[src/rtl/lfsr_pkg.sv]
// Shared definitions for the LFSR random generator: tap table and per-cycle operation codes.
package lfsr_pkg;

  localparam int unsigned LFSR_MAX_WIDTH = 32;
  localparam int unsigned LFSR_MIN_WIDTH = 3;

  typedef enum logic [1:0] {
    OP_HOLD,
    OP_STEP,
    OP_LOAD,
    OP_RECOVER
  } lfsr_op_e;

  // Primitive-polynomial tap masks; bit (t-1) set for each tap t of x^t.
  function automatic logic [31:0] taps(input int unsigned width);
    logic [31:0] m;
    case (width)
      3:       m = 32'h0000_0006;
      4:       m = 32'h0000_000C;
      5:       m = 32'h0000_0014;
      6:       m = 32'h0000_0030;
      7:       m = 32'h0000_0060;
      8:       m = 32'h0000_00B8;
      9:       m = 32'h0000_0110;
      10:      m = 32'h0000_0240;
      11:      m = 32'h0000_0500;
      12:      m = 32'h0000_0829;
      13:      m = 32'h0000_100D;
      14:      m = 32'h0000_2015;
      15:      m = 32'h0000_6000;
      16:      m = 32'h0000_D008;
      17:      m = 32'h0001_2000;
      18:      m = 32'h0002_0400;
      19:      m = 32'h0004_0023;
      20:      m = 32'h0009_0000;
      21:      m = 32'h0014_0000;
      22:      m = 32'h0030_0000;
      23:      m = 32'h0042_0000;
      24:      m = 32'h00E1_0000;
      25:      m = 32'h0120_0000;
      26:      m = 32'h0200_0023;
      27:      m = 32'h0400_0013;
      28:      m = 32'h0900_0000;
      29:      m = 32'h1400_0000;
      30:      m = 32'h2000_0029;
      31:      m = 32'h4800_0000;
      32:      m = 32'h8020_0003;
      default: m = '0;
    endcase
    return m;
  endfunction

  function automatic bit width_is_legal(input int unsigned width);
    return (width >= LFSR_MIN_WIDTH) && (width <= LFSR_MAX_WIDTH);
  endfunction

endpackage

[src/rtl/lfsr_rng.sv]
// Free-running maximal-length Fibonacci LFSR (shift-left) with seed load,
// wrap pulse on return to SEED and recovery from the all-zero lockup state.
module lfsr_rng
  import lfsr_pkg::*;
#(
  parameter int unsigned      WIDTH = 10,
  parameter logic [WIDTH-1:0] SEED  = WIDTH'(1)
) (
  input  logic             clk,
  input  logic             rst,
  input  logic             en,
  input  logic             load,
  input  logic [WIDTH-1:0] seed_in,
  output logic [WIDTH-1:0] out,
  output logic             wrap
);

  localparam logic [WIDTH-1:0] TAP_MASK = WIDTH'(taps(WIDTH));

  generate
    if (!width_is_legal(WIDTH)) begin : g_bad_width
      $error("lfsr_rng: WIDTH must be within 3..32");
    end
    if (SEED == '0) begin : g_bad_seed
      $error("lfsr_rng: SEED must be non-zero");
    end
  endgenerate

  logic [WIDTH-1:0] r_state;
  logic             r_wrap;

  logic             w_fb;
  logic [WIDTH-1:0] w_next;
  logic [WIDTH-1:0] w_load_val;
  logic [WIDTH-1:0] w_state_d;
  logic             w_wrap_d;
  lfsr_op_e         w_op;

  assign w_fb       = ^(r_state & TAP_MASK);
  assign w_next     = {r_state[WIDTH-2:0], w_fb};
  assign w_load_val = (seed_in == '0) ? SEED : seed_in;

  // Zero state outranks load/en so a fault can never persist past one clock.
  always_comb begin
    w_op = OP_HOLD;
    if (r_state == '0) begin
      w_op = OP_RECOVER;
    end else if (load) begin
      w_op = OP_LOAD;
    end else if (en) begin
      w_op = OP_STEP;
    end
  end

  always_comb begin
    w_state_d = r_state;
    w_wrap_d  = 1'b0;
    case (w_op)
      OP_RECOVER: w_state_d = SEED;
      OP_LOAD:    w_state_d = w_load_val;
      OP_STEP: begin
        w_state_d = w_next;
        w_wrap_d  = (w_next == SEED);
      end
      default:    w_state_d = r_state;
    endcase
  end

  always_ff @(posedge clk or negedge rst) begin
    if (!rst) begin
      r_state <= SEED;
      r_wrap  <= 1'b0;
    end else begin
      r_state <= w_state_d;
      r_wrap  <= w_wrap_d;
    end
  end

  assign out  = r_state;
  assign wrap = r_wrap;

endmodule

[config.mk]
export PLATFORM = sky130hd
export DESIGN_NAME = lfsr_rng
export DESIGN_NICKNAME = d
export VERILOG_FILES = /design/src/rtl/lfsr_pkg.sv /design/src/rtl/lfsr_rng.sv
export SDC_FILE = /design/constraint.sdc
export NUM_CORES = 1
export LEC_CHECK = 0
export BUFFER_PORTS_ARGS = -buffer_cell sky130_fd_sc_hd__buf_2
export CELL_PAD_IN_SITES_DETAIL_PLACEMENT = 2
export CELL_PAD_IN_SITES_GLOBAL_PLACEMENT = 2
export CORE_ASPECT_RATIO = 1.1
export CORE_UTILIZATION = 23
export DETAILED_ROUTE_END_ITERATION = 6
export HOLD_SLACK_MARGIN = 0.02
export MAX_ROUTING_LAYER = met4
export PLACE_DENSITY_LB_ADDON = 0.08
export SYNTH_ARGS = -nofsm -noshare
export SYNTH_HDL_FRONTEND = slang
export SYNTH_SLANG_ARGS = --single-unit
[constraint.sdc]
create_clock -name clk -period 1.9 [get_ports clk]
set_input_delay 0.19 -clock clk [delete_from_list [all_inputs] [get_ports clk]]
set_output_delay 0.19 -clock clk [all_outputs]
set_load 0.02 [all_outputs]
After elaboration in Yosys (flattened, before gate mapping)
Index checks and enable logic that the tools add are counted.
{"block": "word_totals", "input_bits": 14, "regBits": 11}
{"block": "classes", "n_eq_ne": 4, "n_mux": 6, "reduce_logical": 4}
{"op": "case mux 10 bit (3 select lines)", "count": 1}
{"op": "zero test 10 bit", "count": 2}
{"op": "equality test 10 x 1 -> 1 bit, second input constant", "count": 1}
{"op": "2-to-1 mux 10 bit", "count": 1}
{"op": "parity 10 bit", "count": 1}
{"op": "equality test 2 bit, second input constant", "count": 2}
{"op": "2-to-1 mux 2 bit", "count": 2}
{"op": "nonzero test 3 bit", "count": 1}
{"op": "equality test 2 x 1 -> 1 bit, second input constant", "count": 1}
{"op": "2-to-1 mux 1 bit", "count": 2}

Depth between registers and ports, before layout
Gate-level depths: netlist of the first run.
{"block": "depth", "depth_word": 5, "mapped_depth": 9, "ltp_nobuf": 8}

Worst setup path after synthesis of the first run
No wires, ideal clock.
{"block": "synth_timing", "kind": "register to register", "from": "reg r_state[5] (netlist: out[5])", "to": "reg r_state[0] (netlist: out[0])", "arrival_time_ns": 1.991, "path_stages_with_launch": 10, "path_buffers": 1, "setup_slack_ns": -0.180, "setup_time_ns": 0.089, "synth_period_minus_slack_ns": 2.080, "path_cell_list": "dfrtp_1 nor4_2 nand3_2 nor2_2 a21oi_1 ha_1 or2_1 clkbuf_1 a221oi_1 a21oi_1"}
{"block": "synth_between", "elab_chain_len": 4, "elab_cells_between_ends": 7, "classes_between": "3 x eq/ne; 2 x mux; 2 x reduce/logical"}
{"element": "from (decl)", "line": "lfsr_rng.sv:29", "text": "logic [WIDTH-1:0] r_state;"}
{"element": "from (signal assigned)", "line": "lfsr_rng.sv:74", "text": "r_state <= w_state_d;"}
{"element": "zero test 10 bit (*)", "line": "lfsr_rng.sv:46", "text": "if (r_state == '0) begin"}
{"element": "2-to-1 mux 2 bit (*)", "line": "lfsr_rng.sv:46"}
{"element": "equality test 2 x 1 -> 1 bit / equality test 2 bit (equally long branches)", "line": "lfsr_rng.sv:58", "text": "case (w_op)"}
{"element": "case mux 10 bit (3 select lines) / nonzero test 3 bit (equally long branches)"}
Mark *: on every way between the ends. The rest lies on a longest branch, timed or not.
A chain may end at the register's enable or synchronous reset.

Worst setup path after layout of the first run
{"block": "layout_timing", "from": "reg r_state[8] (netlist: out[8])", "to": "reg r_state[0] (netlist: out[0])"}
Same word-level chain as after synthesis.

==> out/metrics.yaml, run 1 <==
startpoint_type: "flop"
postRouteWirelength_mm: 2.385
min_period_ns: 1.985
worst_slack_ns: -0.08540
power_uw: 2027
nNetsFinal: 129
critPathArrivalTime_ns: 2.19
grt_util_all_layers_pct: 17.86
max_stage_delay_ns: 0.44
drt_iter0_markers: 2
vias: 680
fin_area_mm2: 0.001090
period_share_pct: 104.5
dieHeight_um: 55.82
power.density_mw_per_mm2: 1860
grt_overflow: 0
num_antenna_cells: 0
crit_family: "simple AND/OR/NAND/NOR gates"
grt_max_degree: 12
clkTransAtPathRegs_ns: 0.08
synth.cell_area_um2: 605.6
synth.distinct_cells: 22
finalHoldViolCount: 0
cts_root_buf: "clkbuf_4"
path_max_fanout: 5
hold_path_class: "in2reg"
max-slew-margin-rel_pct: 74.61
yosysSeqAreaShare_pct: 45.66
yosysWarnings: 0
synth_area_per_cell_um2: 9.175
coreArea_mm2: 0.002496
grt_pass1_vias: 724
multi_input_area_um2: 444.2
final_util_pct: 43.66
cp.required_ns: 2.11
place_hpwl_mm: 1.543
cts.path.max_buffers: 2
place.gp.congestion: 0.7159
max_cap_violations: 0
io_pins: 25
synth_top_area_cell: "dfrtp_1"
dr.pass1.iters: 2
grt_setup_unrepaired: "yes"
crit_path_end_kind: "flop"
cts_buffers: 3
ys_ff_latch: 11
comb_power_share_pct: 70.7
antenna_found_initial: 0
area_growth_pct: 79.96
p_leak_uw: 0.0005172
cts_tree: "yes"
place_ws_ns: -0.2238
layout.cells.most_common_list: "24 x buf_2, 17 x buf_4, 10 x nand2_1"
layout_commonest_cell: "buf_2"
wl_per_cell_um: 16.80
peakVddDrop_mv: 1.172
post_drt_via_cell_ratio: 4.789
status: "finished with violations"
setup_viol: 9
power_frac_clock_pct: 8.6
ys.flop_type: "dfrtp_1"
critPathKind: "reg2reg"
min_path_cells: 3
fmax_ghz: 0.5037
worst_slew_pin_slew_ns: 0.3774
synthCells: 66
fillers: 294
violations: "negative setup slack"
crit_slowest_cell: "dfrtp_2"
cp_num_buf_inv: 1
synthTopCellsByArea: "dfrtp_1 41%, a22oi_1 11%, o21ai_0 7.4%, ha_1 6.2%, nand2_1 6.2%"
synth_edf_count: 0
grt_first_pass_wirelength_mm: 3.553
finalNonFillerCells: 142
drtAntennaViolNets: 0
clock_skew_ns: 0.003322
start_util_pct: 24.26
num_rows: 19
p_seq_share_pct: 20.7
seqCellArea_um2: 280.3
cts.sinks: 11
switchingPower_uw: 921.2
reg2regPathDepth: 8
async_reset_ff_share_pct: 100.0
post-place-cells: 127
dieArea_mm2: 0.002842
crit_chain: "nor4_4 -> nand3_2 -> o21ai_4 -> inv_2 -> ha_4 -> or2_4 -> a221oi_2 -> a21oi_1"
syn_nets: 83
slew_viol_final: 0
ctsHtreeMaxLevel: 1
p_sw_share_pct: 45.44
placed_cell_area_um2: 838.3
final_layout_size_suffix_gt1_share_pct: 69.37
crit_cells: 8
p_int_uw: 1106
io_buffers: 24
clk_latency_ns: 0.28
die_x_um: 50.93
drc: 0
yosysTopAreaCellShare_pct: 41.32
==> final cells by class <==
cell class                 instances  area share, %
multi-input combinational         49          40.76
timing repair buffer              44          26.52
clock buffer                       4          2.411
sequential                        11          25.72
tap                               31          3.559
inverter                           3          1.033
==> kinds of logic (layout without fill, tap and decap cells) <==
logic type	Yosys count	count (layout)	synth area share [%]
flip-flops	11	11	45.66
adder cells (fa/ha/maj)	3	3	6.199
AND/OR/NAND/NOR	20	21	16.53
AO/OA/AOI/OAI	24	24	25.83
buffers and inverters	7	51	4.338
XOR/XNOR	1	1	1.447
==> final timing paths <==
kind                                       to               start  slack, ns
min in group asynchronous  out[4]$_DFFE_PN0P_                 rst       0.31
max in group asynchronous  out[0]$_DFFE_PN1P_                 rst       1.31
max                        out[0]$_DFFE_PN1P_  out[8]$_DFFE_PN0P_      -0.09
max reg2reg                out[0]$_DFFE_PN1P_  out[8]$_DFFE_PN0P_      -0.09
min reg2reg                out[2]$_DFFE_PN0P_  out[2]$_DFFE_PN0P_       0.60
min                        out[8]$_DFFE_PN0P_          seed_in[8]       0.20
==> synth_stat cells (2+ instances only) <==
cell type,number
a22oi_1,9
nand2_1,10
ha_1,3
clkbuf_1,4
inv_1,2
nor3_1,2
o21ai_0,9
dfrtp_1,10
a21oi_1,2
nor2_1,3
==> power groups by stage <==
stage          Sequential (uW)  Clock (uW)  Combinational (uW)
3_5_place_dp               408           0                 911
4_1_cts                    418         182                1060
6_report                   419         175                1430
2_1_floorplan              532           0                 447
5_1_grt                    432         187                1550
3_3_place_gp               406           0                 894
==> state kept, by name, indices dropped and copies added, names as in the netlist <==
| register | flops |
|---|---|
| out | 10 |
| wrap | 1 |
==> worst reg2reg max path, cell delays in order (launching register included) <==
cell and delay, ns:
dfrtp_2 0.44, nor4_4 0.28, nand3_2 0.18, o21ai_4 0.23, inv_2 0.09, ha_4 0.18, or2_4 0.26, a221oi_2 0.20
a21oi_1 0.06
==> through the flow <==
| step | setup TNS, ns | hold slack, ns |
|---|---|---|
| final | -0.3343 | 0.2037 |
| after global routing | -1.330 | 0.2191 |
| after CTS | -0.5610 | 0.2127 |
| after detailed placement | -1.318 | 0.08535 |
| after global placement | -0.4183 | 0.08282 |
| after floorplan | -0.07104 | -0.1056 |
==> metal layers <==
| layer | up-vias | share of wire [%] | GRT usage, % |
|---|---|---|---|
| met1 | 332 | 42 | 21.33 |
| met4 | 0 | 2.2 | 7.143 |
| met3 | 4 | 3.8 | 3.825 |
| li1 | 326 | - | - |
| met5 | - | 0 | - |
| met2 | 18 | 52 | 28.76 |
==> what timing repair did <==
action / CTS / global route
hold endpoints to repair: 10 / 0
cloned: 1 / 0
setup buffers: 3 / 6
setup endpoints to repair: 10 / 11
hold buffers: 1 / 0
pin swaps: 3 / 11
resized for setup: 4 / 29
Note: power is estimated with default switching activity, not from simulation.
==> run 2: changes to the inputs <==
--- a/config.mk
+++ b/config.mk
@@ -14,6 +14,7 @@
 export HOLD_SLACK_MARGIN = 0.02
 export MAX_ROUTING_LAYER = met4
 export PLACE_DENSITY_LB_ADDON = 0.08
+export REMOVE_ABC_BUFFERS = 1
 export SYNTH_ARGS = -nofsm -noshare
 export SYNTH_HDL_FRONTEND = slang
 export SYNTH_SLANG_ARGS = --single-unit
==> out/metrics.yaml, run 2 (same netlist as run 1, synthesis figures left out) <==
post-place-cells: 129  # was 127
dr.pass1.iters: 4  # was 2
layout.cells.most_common_list: "24 x buf_2, 13 x buf_4, 10 x nand2_1, 10 x dfrtp_1, 8 x o21ai_2"  # was 24 x buf_2, 17 x buf_4, 10 x nand2_1
met2_length_mm: 1.150  # was 1.239 mm
grt_overflow: 0  # unchanged
num_rows: 19  # unchanged
grt_setup_unrepaired: "yes"  # unchanged
postRouteWirelength_mm: 2.307  # was 2.385 mm
worst_slack_ns: -0.08766  # was -0.08540 ns
grt_pass1_vias: 741  # was 724
min_period_ns: 1.988  # was 1.985 ns
nNetsFinal: 124  # was 129
setup_viol: 10  # was 9
peakVddDrop_mv: 0.6952  # was 1.172 mV
holdWs_ns: 0.2021  # was 0.2037 ns
finalNonFillerCells: 137  # was 142
grt_max_degree: 12  # unchanged
max_stage_delay_ns: 0.41  # was 0.44 ns
wl_met1_mm: 1.055  # was 1.002 mm
power.density_mw_per_mm2: 1889  # was 1860 mW/mm2
cp_num_buf_inv: 2  # was 1
status: "finished with violations"  # unchanged
fmax_ghz: 0.5031  # was 0.5037 GHz
route.top_layer_used: "met4"  # unchanged
final_layout_size_suffix_gt1_share_pct: 61.32  # was 69.37%
reg2reg_from: "out[5]$_DFFE_PN0P_"  # was out[8]$_DFFE_PN0P_
crit_family: "simple AND/OR/NAND/NOR gates"  # unchanged
drc: 0  # unchanged
post_drt_via_cell_ratio: 4.920  # was 4.789
num_antenna_cells: 0  # unchanged
start_util_pct: 24.26  # unchanged
clock_skew_ns: 0.0008183  # was 0.003322 ns
place_ws_ns: -0.1213  # was -0.2238 ns
drtAntennaViolNets: 0  # unchanged
cts_root_buf: "clkbuf_4"  # unchanged
vias: 674  # was 680
critPathKind: "reg2reg"  # unchanged
clkTransAtPathRegs_ns: 0.08  # about the same
worst_slew_pin_slew_ns: 0.3227  # was 0.3774 ns
slew_viol_final: 0  # unchanged
layout_commonest_cell: "buf_2"  # unchanged
cts.path.max_buffers: 2  # unchanged
grt_first_pass_wirelength_mm: 3.601  # was 3.553 mm
reg2regPathDepth: 8  # unchanged
area_growth_pct: 66.32  # was 79.96%
holdPathEnd: "out[7]$_DFFE_PN0P_"  # was out[8]$_DFFE_PN0P_
r2r_end: "out[5]$_DFFE_PN0P_"  # was out[0]$_DFFE_PN1P_
startpoint_type: "flop"  # unchanged
wl_per_cell_um: 16.84  # was 16.80 um
die_x_um: 50.93  # unchanged
cp.required_ns: 2.10  # was 2.11 ns
min_path_cells: 3  # unchanged
io_buffers: 24  # unchanged
max-slew-margin-rel_pct: 78.32  # was 74.61%
finalHoldViolCount: 0  # unchanged
dieHeight_um: 55.82  # unchanged
violations: "negative setup slack"  # unchanged
p_leak_uw: 0.0004933  # was 0.0005172 uW
dieArea_mm2: 0.002842  # unchanged
r2r_slack_ns: -0.09  # about the same
clk_latency_ns: 0.27  # was 0.28 ns
largest_reg_flops: 10  # unchanged
cts_buffers: 3  # unchanged
place.gp.congestion: 0.7293  # was 0.7159
max_cap_violations: 0  # unchanged
drt_iter0_markers: 4  # was 2
period_share_pct: 104.6  # was 104.5%
path_max_fanout: 5  # unchanged
met3WireLength_um: 74  # was 90 um
crit_path_end_kind: "flop"  # unchanged
antenna_found_initial: 0  # unchanged
hp-start: "seed_in[7]"  # was seed_in[8]
cts_tree: "yes"  # unchanged
grt_util_all_layers_pct: 17.98  # was 17.86%
ctsHtreeMaxLevel: 1  # unchanged
place_hpwl_mm: 1.556  # was 1.543 mm
crit_chain: "nor4_4 -> nand3_2 -> o21ai_4 -> inv_2 -> ha_2 -> or2_4 -> buf_6 -> o21ai_2"  # was nor4_4 -> nand3_2 -> o21ai_4 -> inv_2 -> ha_4 -> or2_4 -> a221oi_2 -> a21oi_1
cts.sinks: 11  # unchanged
coreArea_mm2: 0.002496  # unchanged
crit_slowest_cell: "dfrtp_1"  # was dfrtp_2
hold_path_class: "in2reg"  # unchanged
io_pins: 25  # unchanged
critPathArrivalTime_ns: 2.19  # about the same
## run 2: cell count changes in the layout (fill, tap and decap cells not counted), sizes merged
cell  change
buf       -4
or2       -1
## run 2: worst register-to-register path: stages, from the launching register on
cell and delay [ns]:
dfrtp_1 0.41, nor4_4 0.30, nand3_2 0.19, o21ai_4 0.22
inv_2 0.07, ha_2 0.19, or2_4 0.26, buf_6 0.15
o21ai_2 0.14
## run 2: final cells by class
cell class	instances	area (um2)
Inverter	3	11.26
Multi-Input combinational cell	48	404.1
Sequential cell	11	276.5
Tap cell	31	38.79
Clock buffer	4	26.28
Timing Repair Buffer	40	250.2
Fill cell	295	1489
## run 2: stage by stage
stage | instance area [um2] | utilization, % | TNS (ns) | power (uW)
floorplan | 590.6 | - | -0.3528 | 898.2
global route | 1007 | 40.35 | -1.655 | 2038
CTS | 932.1 | 37.34 | -0.3712 | 1728
finish | 1007 | 40.35 | -0.5984 | 1903
global placement | 839.6 | 33.63 | -0.1412 | 1332
detailed placement | 839.6 | 33.63 | -1.088 | 1357
## run 2: worst max-delay path by stage
stage / from / to / slack (ns) / depth (start not counted)
floorplan: out[5]$_DFFE_PN0P_ / out[0]$_DFFE_PN1P_ / -0.14 / 8
global placement: out[5]$_DFFE_PN0P_ / out[5]$_DFFE_PN0P_ / -0.04 / 8
detailed placement: out[5]$_DFFE_PN0P_ / out[2]$_DFFE_PN0P_ / -0.12 / 8
CTS: out[8]$_DFFE_PN0P_ / out[3]$_DFFE_PN0P_ / -0.05 / 6
global route: out[5]$_DFFE_PN0P_ / out[5]$_DFFE_PN0P_ / -0.19 / 8
finish: out[5]$_DFFE_PN0P_ / out[5]$_DFFE_PN0P_ / -0.09 / 8
## run 2: routing by layer
| layer | vias up | track usage [%] |
|---|---|---|
| met3 | 4 | 3.005 |
| met4 | 0 | 8.333 |
| met1 | 335 | 21.20 |
| li1 | 317 | - |
| met5 | - | - |
| met2 | 18 | 29.32 |
## run 2: what timing repair did
item                       in CTS  in global routing
hold buffers                    1                  0
hold endpoints to repair       10                  0
setup endpoints to repair      10                 11
pin swaps                       6                  5
setup buffers                   1                  2
resized for setup              22                 10
## run 2: power by group
group | leakage (uW) | total [uW] | switching [uW] | internal, uW
logic | 0.000332 | 1320 | 722 | 594
clock network | 0.0000150 | 169 | 87.3 | 81.3
registers | 0.000146 | 418 | 89.7 | 328
